===== src/rtl/hazard_ctrl_pkg.sv =====
// rtl/hazard_ctrl_pkg.sv - shared constants for the pipeline hazard controller
//
// Purpose : register-address width, scoreboard width, load opcode and the
//           FSM state encodings used by hazard_ctrl and load_scoreboard.
// Ports   : none (package).
package hazard_ctrl_pkg;

  localparam int XADDR = 5;
  localparam int SB_W  = 1 << XADDR;

  localparam logic [6:0] L_OP = 7'b0000011;

  localparam logic [1:0] HZ_RUN     = 2'd0;
  localparam logic [1:0] HZ_LDSTALL = 2'd1;
  localparam logic [1:0] HZ_FLUSH   = 2'd2;
  localparam logic [1:0] HZ_MEMWAIT = 2'd3;

endpackage


===== src/rtl/hazard_ctrl_load_scoreboard.sv =====
// rtl/hazard_ctrl_load_scoreboard.sv - per-register pending-load bit vector
//
// Purpose : one pending bit per architectural register. A bit is set when a
//           load to that register issues and cleared when its result is
//           written back. Entry 0 is hard-wired to 0.
// Ports   : i_clk, i_rst          clock, async active-high reset
//           i_set_en, i_set_addr  mark register pending
//           i_clr_en, i_clr_addr  mark register written back
//           i_q1_addr/o_q1_hit    query port 1 (registered view)
//           i_q2_addr/o_q2_hit    query port 2 (registered view)
module load_scoreboard #(
  parameter int XADDR = hazard_ctrl_pkg::XADDR
) (
  input  logic             i_clk,
  input  logic             i_rst,
  input  logic             i_set_en,
  input  logic [XADDR-1:0] i_set_addr,
  input  logic             i_clr_en,
  input  logic [XADDR-1:0] i_clr_addr,
  input  logic [XADDR-1:0] i_q1_addr,
  input  logic [XADDR-1:0] i_q2_addr,
  output logic             o_q1_hit,
  output logic             o_q2_hit
);

  localparam int SB_W = 1 << XADDR;

  logic [SB_W-1:0] pend_q;
  logic [SB_W-1:0] pend_d;

  // Queries see only the registered vector: a register written back this
  // cycle is still pending until the next one (no WB-to-ID bypass).
  assign o_q1_hit = (i_q1_addr != '0) && pend_q[i_q1_addr];
  assign o_q2_hit = (i_q2_addr != '0) && pend_q[i_q2_addr];

  always_comb begin
    pend_d = pend_q;
    if (i_clr_en && (i_clr_addr != '0)) begin
      pend_d[i_clr_addr] = 1'b0;
    end
    // Set is applied after clear so a new load to the same register wins.
    if (i_set_en && (i_set_addr != '0)) begin
      pend_d[i_set_addr] = 1'b1;
    end
    pend_d[0] = 1'b0;
  end

  always_ff @(posedge i_clk or posedge i_rst) begin
    if (i_rst) begin
      pend_q <= '0;
    end else begin
      pend_q <= pend_d;
    end
  end

endmodule


===== src/rtl/hazard_ctrl.sv =====
// rtl/hazard_ctrl.sv - stall/flush/freeze sequencing for the 5-stage RV32I core
//
// Purpose : detects load-use hazards via a load scoreboard, inserts redirect
//           bubbles after EX-resolved branches/jumps and freezes the pipe
//           while data memory is busy. Priority: memwait > redirect >
//           load-use > run.
// Ports   : i_clk, i_rst                         clock, async active-high reset
//           i_id_*                               decode-stage instruction info
//           i_wb_load_valid, i_wb_rd_addr        load writeback
//           i_ex_redirect                        taken branch/jump pulse
//           i_mem_req, i_mem_ready               data memory handshake
//           o_stall_if, o_stall_id, o_bubble_ex,
//           o_flush_id, o_freeze                 stage-register controls
//           o_state                              current FSM state (debug)
// Config  : HAZARD_PERF_EN adds o_stall_cnt, o_flush_cnt, o_memwait_cnt.
module hazard_ctrl #(
  parameter int XADDR        = hazard_ctrl_pkg::XADDR,
  parameter int FLUSH_CYCLES = 2
) (
  input  logic             i_clk,
  input  logic             i_rst,
  input  logic             i_id_valid,
  input  logic [XADDR-1:0] i_id_rs1_addr,
  input  logic [XADDR-1:0] i_id_rs2_addr,
  input  logic             i_id_uses_rs1,
  input  logic             i_id_uses_rs2,
  input  logic [XADDR-1:0] i_id_rd_addr,
  input  logic             i_id_is_load,
  input  logic             i_wb_load_valid,
  input  logic [XADDR-1:0] i_wb_rd_addr,
  input  logic             i_ex_redirect,
  input  logic             i_mem_req,
  input  logic             i_mem_ready,
  output logic             o_stall_if,
  output logic             o_stall_id,
  output logic             o_bubble_ex,
  output logic             o_flush_id,
  output logic             o_freeze,
`ifdef HAZARD_PERF_EN
  output logic [31:0]      o_stall_cnt,
  output logic [31:0]      o_flush_cnt,
  output logic [31:0]      o_memwait_cnt,
`endif
  output logic [1:0]       o_state
);

  import hazard_ctrl_pkg::*;

  localparam logic [2:0] CNT_RELOAD = 3'(FLUSH_CYCLES - 1);

  logic [1:0] state_q, state_d, cur_state;
  logic [2:0] cnt_q, cnt_d;
  logic       latch_q, latch_d;

  logic stall_if, stall_id, bubble_ex, flush_id, freeze;
  logic memwait, redirect, flush_pend, load_use, issue;
  logic hit1, hit2;

  assign memwait  = i_mem_req && !i_mem_ready;
  assign redirect = i_ex_redirect || latch_q;
  // A flush interrupted by a memory wait resumes once the pipe unfreezes.
  assign flush_pend = ((state_q == HZ_FLUSH) || (state_q == HZ_MEMWAIT)) && (cnt_q != 3'd0);
  assign load_use   = i_id_valid && ((i_id_uses_rs1 && hit1) || (i_id_uses_rs2 && hit2));

  always_comb begin
    stall_if  = 1'b0;
    stall_id  = 1'b0;
    bubble_ex = 1'b0;
    flush_id  = 1'b0;
    freeze    = 1'b0;
    cur_state = HZ_RUN;
    state_d   = HZ_RUN;
    cnt_d     = cnt_q;
    latch_d   = latch_q;
    if (memwait) begin
      freeze    = 1'b1;
      stall_if  = 1'b1;
      stall_id  = 1'b1;
      cur_state = HZ_MEMWAIT;
      state_d   = HZ_MEMWAIT;
      latch_d   = latch_q | i_ex_redirect;
    end else if (redirect) begin
      flush_id  = 1'b1;
      bubble_ex = 1'b1;
      cur_state = HZ_FLUSH;
      latch_d   = 1'b0;
      cnt_d     = CNT_RELOAD;
      state_d   = (FLUSH_CYCLES == 1) ? HZ_RUN : HZ_FLUSH;
    end else if (flush_pend) begin
      flush_id  = 1'b1;
      bubble_ex = 1'b1;
      cur_state = HZ_FLUSH;
      cnt_d     = cnt_q - 3'd1;
      state_d   = (cnt_q == 3'd1) ? HZ_RUN : HZ_FLUSH;
    end else if (load_use) begin
      stall_if  = 1'b1;
      stall_id  = 1'b1;
      bubble_ex = 1'b1;
      cur_state = HZ_LDSTALL;
      state_d   = HZ_LDSTALL;
    end
  end

  assign issue = i_id_valid && !stall_id && !flush_id && !freeze;

  // Outputs are forced low while reset is asserted so the pipe sees a clean
  // idle controller before the first clock edge.
  assign o_stall_if  = stall_if  && !i_rst;
  assign o_stall_id  = stall_id  && !i_rst;
  assign o_bubble_ex = bubble_ex && !i_rst;
  assign o_flush_id  = flush_id  && !i_rst;
  assign o_freeze    = freeze    && !i_rst;
  assign o_state     = i_rst ? HZ_RUN : cur_state;

  load_scoreboard #(.XADDR(XADDR)) u_sb (
    .i_clk      (i_clk),
    .i_rst      (i_rst),
    .i_set_en   (issue && i_id_is_load),
    .i_set_addr (i_id_rd_addr),
    .i_clr_en   (i_wb_load_valid && !freeze),
    .i_clr_addr (i_wb_rd_addr),
    .i_q1_addr  (i_id_rs1_addr),
    .i_q2_addr  (i_id_rs2_addr),
    .o_q1_hit   (hit1),
    .o_q2_hit   (hit2)
  );

  always_ff @(posedge i_clk or posedge i_rst) begin
    if (i_rst) begin
      state_q <= HZ_RUN;
      cnt_q   <= 3'd0;
      latch_q <= 1'b0;
    end else begin
      state_q <= state_d;
      cnt_q   <= cnt_d;
      latch_q <= latch_d;
    end
  end

`ifdef HAZARD_PERF_EN
  logic [31:0] stall_cnt_q, flush_cnt_q, memwait_cnt_q;

  always_ff @(posedge i_clk or posedge i_rst) begin
    if (i_rst) begin
      stall_cnt_q   <= '0;
      flush_cnt_q   <= '0;
      memwait_cnt_q <= '0;
    end else begin
      if (cur_state == HZ_LDSTALL) stall_cnt_q   <= stall_cnt_q + 32'd1;
      if (cur_state == HZ_FLUSH)   flush_cnt_q   <= flush_cnt_q + 32'd1;
      if (cur_state == HZ_MEMWAIT) memwait_cnt_q <= memwait_cnt_q + 32'd1;
    end
  end

  assign o_stall_cnt   = stall_cnt_q;
  assign o_flush_cnt   = flush_cnt_q;
  assign o_memwait_cnt = memwait_cnt_q;
`endif

endmodule


===== config.mk =====
export PLATFORM = sky130hd
export DESIGN_NAME = hazard_ctrl
export DESIGN_NICKNAME = d
export VERILOG_FILES = /design/src/rtl/hazard_ctrl_pkg.sv /design/src/rtl/hazard_ctrl_load_scoreboard.sv /design/src/rtl/hazard_ctrl.sv
export SDC_FILE = /design/constraint.sdc
export NUM_CORES = 1
export LEC_CHECK = 0
export ABC_AREA = 1
export CORE_ASPECT_RATIO = 0.7
export CORE_MARGIN = 5
export CORE_UTILIZATION = 48
export DETAILED_ROUTE_END_ITERATION = 6
export DONT_BUFFER_PORTS = 1
export PLACE_DENSITY = 0.72
export REMOVE_ABC_BUFFERS = 1
export SKIP_CTS_REPAIR_TIMING = 1
export SYNTH_ARGS = -nofsm -noshare
export SYNTH_HDL_FRONTEND = slang
export SYNTH_SLANG_ARGS = --single-unit

===== constraint.sdc =====
create_clock -name i_clk -period 4.15 [get_ports i_clk]
set_clock_uncertainty 0.15 [all_clocks]
set_input_delay 0.2075 -clock i_clk [delete_from_list [all_inputs] [get_ports i_clk]]
set_output_delay 0.2075 -clock i_clk [all_outputs]
set_load 0.02 [all_outputs]

# Word-level counts from Yosys, hierarchy flattened

Cells that the tools add are included.
W data, S select, Z words.

Register bits: 37
Output and inout port bits: 7
Word-level logic and storage cells: 89

Add/sub/neg operators: 1
Order comparisons: 6
Eq/ne operators: 3
Mux-type cells: 34
Bitwise operators: 5
Reduce and logical (&&, ||, !) cells: 36

Operators with widths:

| cell                  | number |
|---|---|
| $mux W32              | 2 |
| $and A32 B32 Y32      | 1 |
| $not A32 Y32          | 1 |
| $or A32 B32 Y32       | 1 |
| $lt A5 B6 Y1 const B  | 4 |
| $logic_and A1 B1 Y1   | 20 |
| $reduce_bool A5 Y1    | 4 |
| $mux W1               | 18 |
| $mux W2               | 8 |
| $bmux W1 S5           | 2 |
| $demux W1 S5          | 2 |
| $ge A5 B1 Y1 const B  | 2 |
| $mux W3               | 2 |
| $logic_not A1 Y1      | 5 |
| $eq A2 B2 Y1 const B  | 2 |
| $reduce_bool A2 Y1    | 2 |
| $eq A3 B1 Y1 const B  | 1 |
| $logic_or A1 B1 Y1    | 3 |
| $reduce_bool A3 Y1    | 1 |
| $sub A3 B1 Y3 const B | 1 |
| $reduce_and A2 Y1     | 1 |
| $not A1 Y1            | 1 |
| $or A1 B1 Y1          | 1 |

# Longest topological paths before layout

Depth after elaboration: 17
Mapped depth: 17
Mapped depth without buffers: 15

# Cells and area by module

Synthesis repeated with hierarchy kept, for this count alone.

Cell total of the unflattened synthesis: 377
Area, all modules: 2522.4 um^2

By module, submodules not included:

| module          | times used | cells each | area each (um^2) |
|---|---|---|---|
| load_scoreboard | 1          | 319        | 2085.8 |
| hazard_ctrl     | 1          | 58         | 436.7 |

# Least setup slack after synthesis

OpenSTA, ideal clock, no wires.

Path kind: input -> output
From: input port i_id_rs1_addr[0]
To: output port o_stall_if
Arrival: 1707 ps
Setup slack: 2086 ps
Cell stages on the path: 14
Path buffers: 3
Path through: buf_6 > buf_6 > o21ai_0 > nand2_1 > nand3_1 > nand3_1 > nand3_1 > nand3_2 > nand2_2 > nand2_1 > nand2_1 > nand2_2 > nor2_1 > buf_4

Longest elaborated chain between the ends: 11
Elaborated cells on any way between the ends: 12

RTL lines:

| element                       | line                              | text |
|---|---|---|
| start: declaration            | hazard_ctrl.sv:23                 | `input logic [XADDR-1:0] i_id_rs1_addr,` |
| $bmux W1 S5                   | hazard_ctrl_load_scoreboard.sv:33 | `assign o_q1_hit = (i_q1_addr != '0) && pend_q[i_q1_addr];` |
| $mux W1 (implied by the code) | hazard_ctrl_load_scoreboard.sv:33 |  |
| $logic_and A1 B1 Y1 (*)       | hazard_ctrl_load_scoreboard.sv:33 |  |
| $logic_and A1 B1 Y1 (*)       | hazard_ctrl.sv:63                 | `assign load_use = i_id_valid && ((i_id_uses_rs1 && hit1) \|\| (i_id_uses_rs2 && hit2));` |
| $logic_or A1 B1 Y1 (*)        | hazard_ctrl.sv:63                 |  |
| $logic_and A1 B1 Y1 (*)       | hazard_ctrl.sv:63                 |  |
| $mux W1 (*) (4 in series)     | -                                 |  |
| $logic_and A1 B1 Y1 (*)       | -                                 |  |
| end: declaration              | hazard_ctrl.sv:34                 | `output logic o_stall_if,` |

Every way passes the cells marked *; elsewhere a longest branch is shown, timed or not. The select of a mux whose other input is x is not followed.

# Worst setup path after layout

From: register cnt_q[0]
To: output port o_stall_if

Longest elaborated chain between the ends: 6

RTL lines:

| element                  | line               | text |
|---|---|---|
| start: declaration       | hazard_ctrl.sv:52  | `logic [2:0] cnt_q, cnt_d;` |
| start signal: assignment | hazard_ctrl.sv:135 | `cnt_q <= cnt_d;` |
| $reduce_bool A3 Y1       | hazard_ctrl.sv:62  | `assign flush_pend = ((state_q == HZ_FLUSH) \|\| (state_q == HZ_MEMWAIT)) && (cnt_q != 3'd0);` |
| $logic_and A1 B1 Y1      | hazard_ctrl.sv:62  |  |
| $mux W1 (3 in series)    | -                  |  |
| $logic_and A1 B1 Y1      | -                  |  |

No other way between the ends.

==> flow_summary.ini <==
[run_status]
status = complete, no violations

[setup_path]
cp-end-kind = primary output
reg2reg_slack_ps = 1960
critPathMaxStageDelay_ps = 550
critPathSlowestCell = nor2_1
crit_required_ps = 3790
critPathArrivalTime_ps = 2170
cp_max_fo = 4
crit_type = reg -> out
r2r.worst_path.cells = 10
r2r-start = cnt_q[0]$_DFFE_PP0P_
start_kind = register
timing.rr.end = u_sb.pend_q[4]$_DFF_PP0_
cp_cell_sequence = inv_1 > ha_1 > nand2_1 > nand2_1 > nand2_1 > inv_1 > nor2_1 > inv_1 > nand2_2 > nor2_1

[route]
first_pass_iters = 5
drtAntennaViolNets = 0
dr.first_iter.drc_count = 235
num_vias = 2776
routed_wl_um = 8050
viasPerCell = 5.46
drcViolationCount = 0
wl_per_cell_um = 15.8

[finish]
antenna-diode-count = 0
seq_area_um2 = 901
drive_above_1_share_pct = 8.78
syn_to_final_growth_pct = 2.33
nets = 466
fill_cells = 581
multi_input_area_mm2 = 0.00155

[worst_hold_path]
holdPathEnd = u_sb.pend_q[16]$_DFF_PP0_
hold_path_depth = 4
holdCritStartpoint = i_wb_rd_addr[2]
hold_path_class = in -> reg

[global_routing]
antenna_found_initial = 0
grt_overflow = 0
grt_pass1_wl_um = 13300
grt.total_usage_pct = 22.7
grt_max_degree = 38
grt_pass1_vias = 2712

[synth]
yosysSeqAreaShare_pct = 31.6
synthTopCellsByArea = dfrtp_1 32%, nand2_1 18%, nand3_1 9.1%, inv_1 7.4%, nand3_2 7.4%
postSynthCellCount = 436
ys_warn_count = 0
avgSynthCellArea_um2 = 6.53
ys_ff_latch = 36
synth_top_area_cell = dfrtp_1
synth_top_area_share_pct = 31.6
yosysUniqueCellTypes = 26
syn_area_mm2 = 0.00285

[clock_network]
ctsRootBufferMaster = clkbuf_8
htree_levels = 2
clk_latency_ps = 290
cts.sinks = 36
cts_buffers = 5
clk_pin_slew_ps = 70
clk_path_buf_depth = 2
cts_tree = done

[pwr]
pwr_density_cell_mw_per_mm2 = 321
ir_drop_v = 0.000187
p_leak_uw = 0.00149

[timing]
fin_crit_ps = 2530
fmax_ghz = 0.396
grt_setup_unrepaired = no
hold_ws_ps = 26.5
period_share_pct = 60.9
relSlewSlack_pct = 51.4
worst_slew_pin_slew_ps = 726
fin_setup_tns_ps = 0
hold_viol = 0
setup_viol = 0
drv_slew = 0

[floorplan]
ioPinCount = 37
die_h_um = 74.4
dieArea_mm2 = 0.00759
core_area_mm2 = 0.00573
die_x_um = 102
row_count = 23
initial_core_util_pct = 49.7

[flow_run]
drv_cap = 0

[place]
post-dp-hpwl_um = 6060
gp_congestion = 0.990
port_buffers = 0
[final cells by class]
class                      count  area share (%)
inverter                      60            8.08
tap                           75            3.22
clock buffer                   7            3.31
timing repair buffer           4            1.20
multi-input combinational    326            53.3
sequential                    36            30.9
[how the worst max path moves through the flow]
stage                                         start                   endpoint  slack [ps]
final                          cnt_q[0]$_DFFE_PP0P_                 o_stall_if        1620
after global placement    u_sb.pend_q[17]$_DFF_PP0_                 o_stall_if        2000
after detailed placement       cnt_q[0]$_DFFE_PP0P_                 o_stall_if        1960
after floorplan                cnt_q[0]$_DFFE_PP0P_  u_sb.pend_q[10]$_DFF_PP0_        1830
after CTS                      cnt_q[0]$_DFFE_PP0P_                 o_stall_id        1630
after global routing       u_sb.pend_q[8]$_DFF_PP0_                 o_stall_if        1390
[report_power, final]
part           leakage, uW  total (uW)  switching, uW  internal (uW)
Clock            0.0000503         272            124            148
Sequential        0.000491         410           20.6            390
Combinational     0.000948         252            179           72.6
Total              0.00149         934            324            610
[per-stage QoR]
stage | power [uW] | utilization [%] | area [um2] | setup slack (ps) | std cells
floorplan | 601 | - | 2690 | 1830 | 422
global placement | 656 | 48.8 | 2800 | 2000 | 499
detailed placement | 665 | 48.8 | 2800 | 1960 | 499
CTS | 935 | 50.5 | 2890 | 1630 | 506
global route | 993 | 50.9 | 2910 | 1390 | 508
finish | 934 | 50.9 | 2910 | 1620 | 508
[critical path: cells and delay by family, from the launching register on]
kind	cells	cell delay [ps]
AND/OR/NAND/NOR	6	960
flip-flops	1	380
buffers and inverters	3	380
adder cells (fa/ha/maj)	1	160
[routing by layer]
metal / share of wire, % / vias to the layer above / track usage, %
met5: 0 / - / 0
met4: 1.4 / 0 / 8.15
met3: 7.3 / 12 / 4.59
met2: 46 / 104 / 35.5
met1: 45 / 1280 / 31.3
li1: - / 1380 / -
[state kept, by name (all words and copies together) (netlist names)]
register / count
state_q: 1
u_sb.pend_q: 31
latch_q: 1
cnt_q: 3
[cells in the mapped netlist (all sizes together)]
library cell,instances
nand2,138
nand3,73
inv,60
nor2,55
dfrtp,36
o21ai,32
buf,14
nor3,9
a21oi,7
ha,3
a21boi,2
o211ai,2
a31oi,1
nand4,1
o2111a,1
o22ai,1
o32ai,1
[kinds of logic (layout without fill, tap and decap cells)]
family,count (synthesis),count (layout),share of synthesized area (%)
AO/OA/AOI/OAI,47,47,9.05
adder cells (fa/ha/maj),3,3,1.32
buffers and inverters,74,71,13.8
flip-flops,36,36,31.6
AND/OR/NAND/NOR,276,276,44.1
[placed cells by master, fill, tap and decap left out]
cell / netlist / layout
ha_1: 3 / 3
a21oi_1: 7 / 7
nor2_2: 1 / 1
nor2_1: 54 / 54
dlygate4sd3_1: 0 / 2
dfrtp_1: 36 / 36
inv_4: 2 / 2
nand3_1: 52 / 52
nand2_2: 3 / 3
nor3_1: 9 / 9
nand4_1: 1 / 1
a21boi_1: 2 / 2
nand3_2: 21 / 21
nand2_1: 135 / 135
o22ai_1: 1 / 1
o211ai_1: 2 / 2
inv_2: 1 / 1
a31oi_1: 1 / 1
o2111a_1: 1 / 1
inv_6: 1 / 1
o32ai_1: 1 / 1
clkbuf_8: 0 / 7
buf_4: 5 / 2
o21ai_0: 32 / 32
inv_1: 56 / 56
No activity file was read; power rests on OpenSTA's default activity.
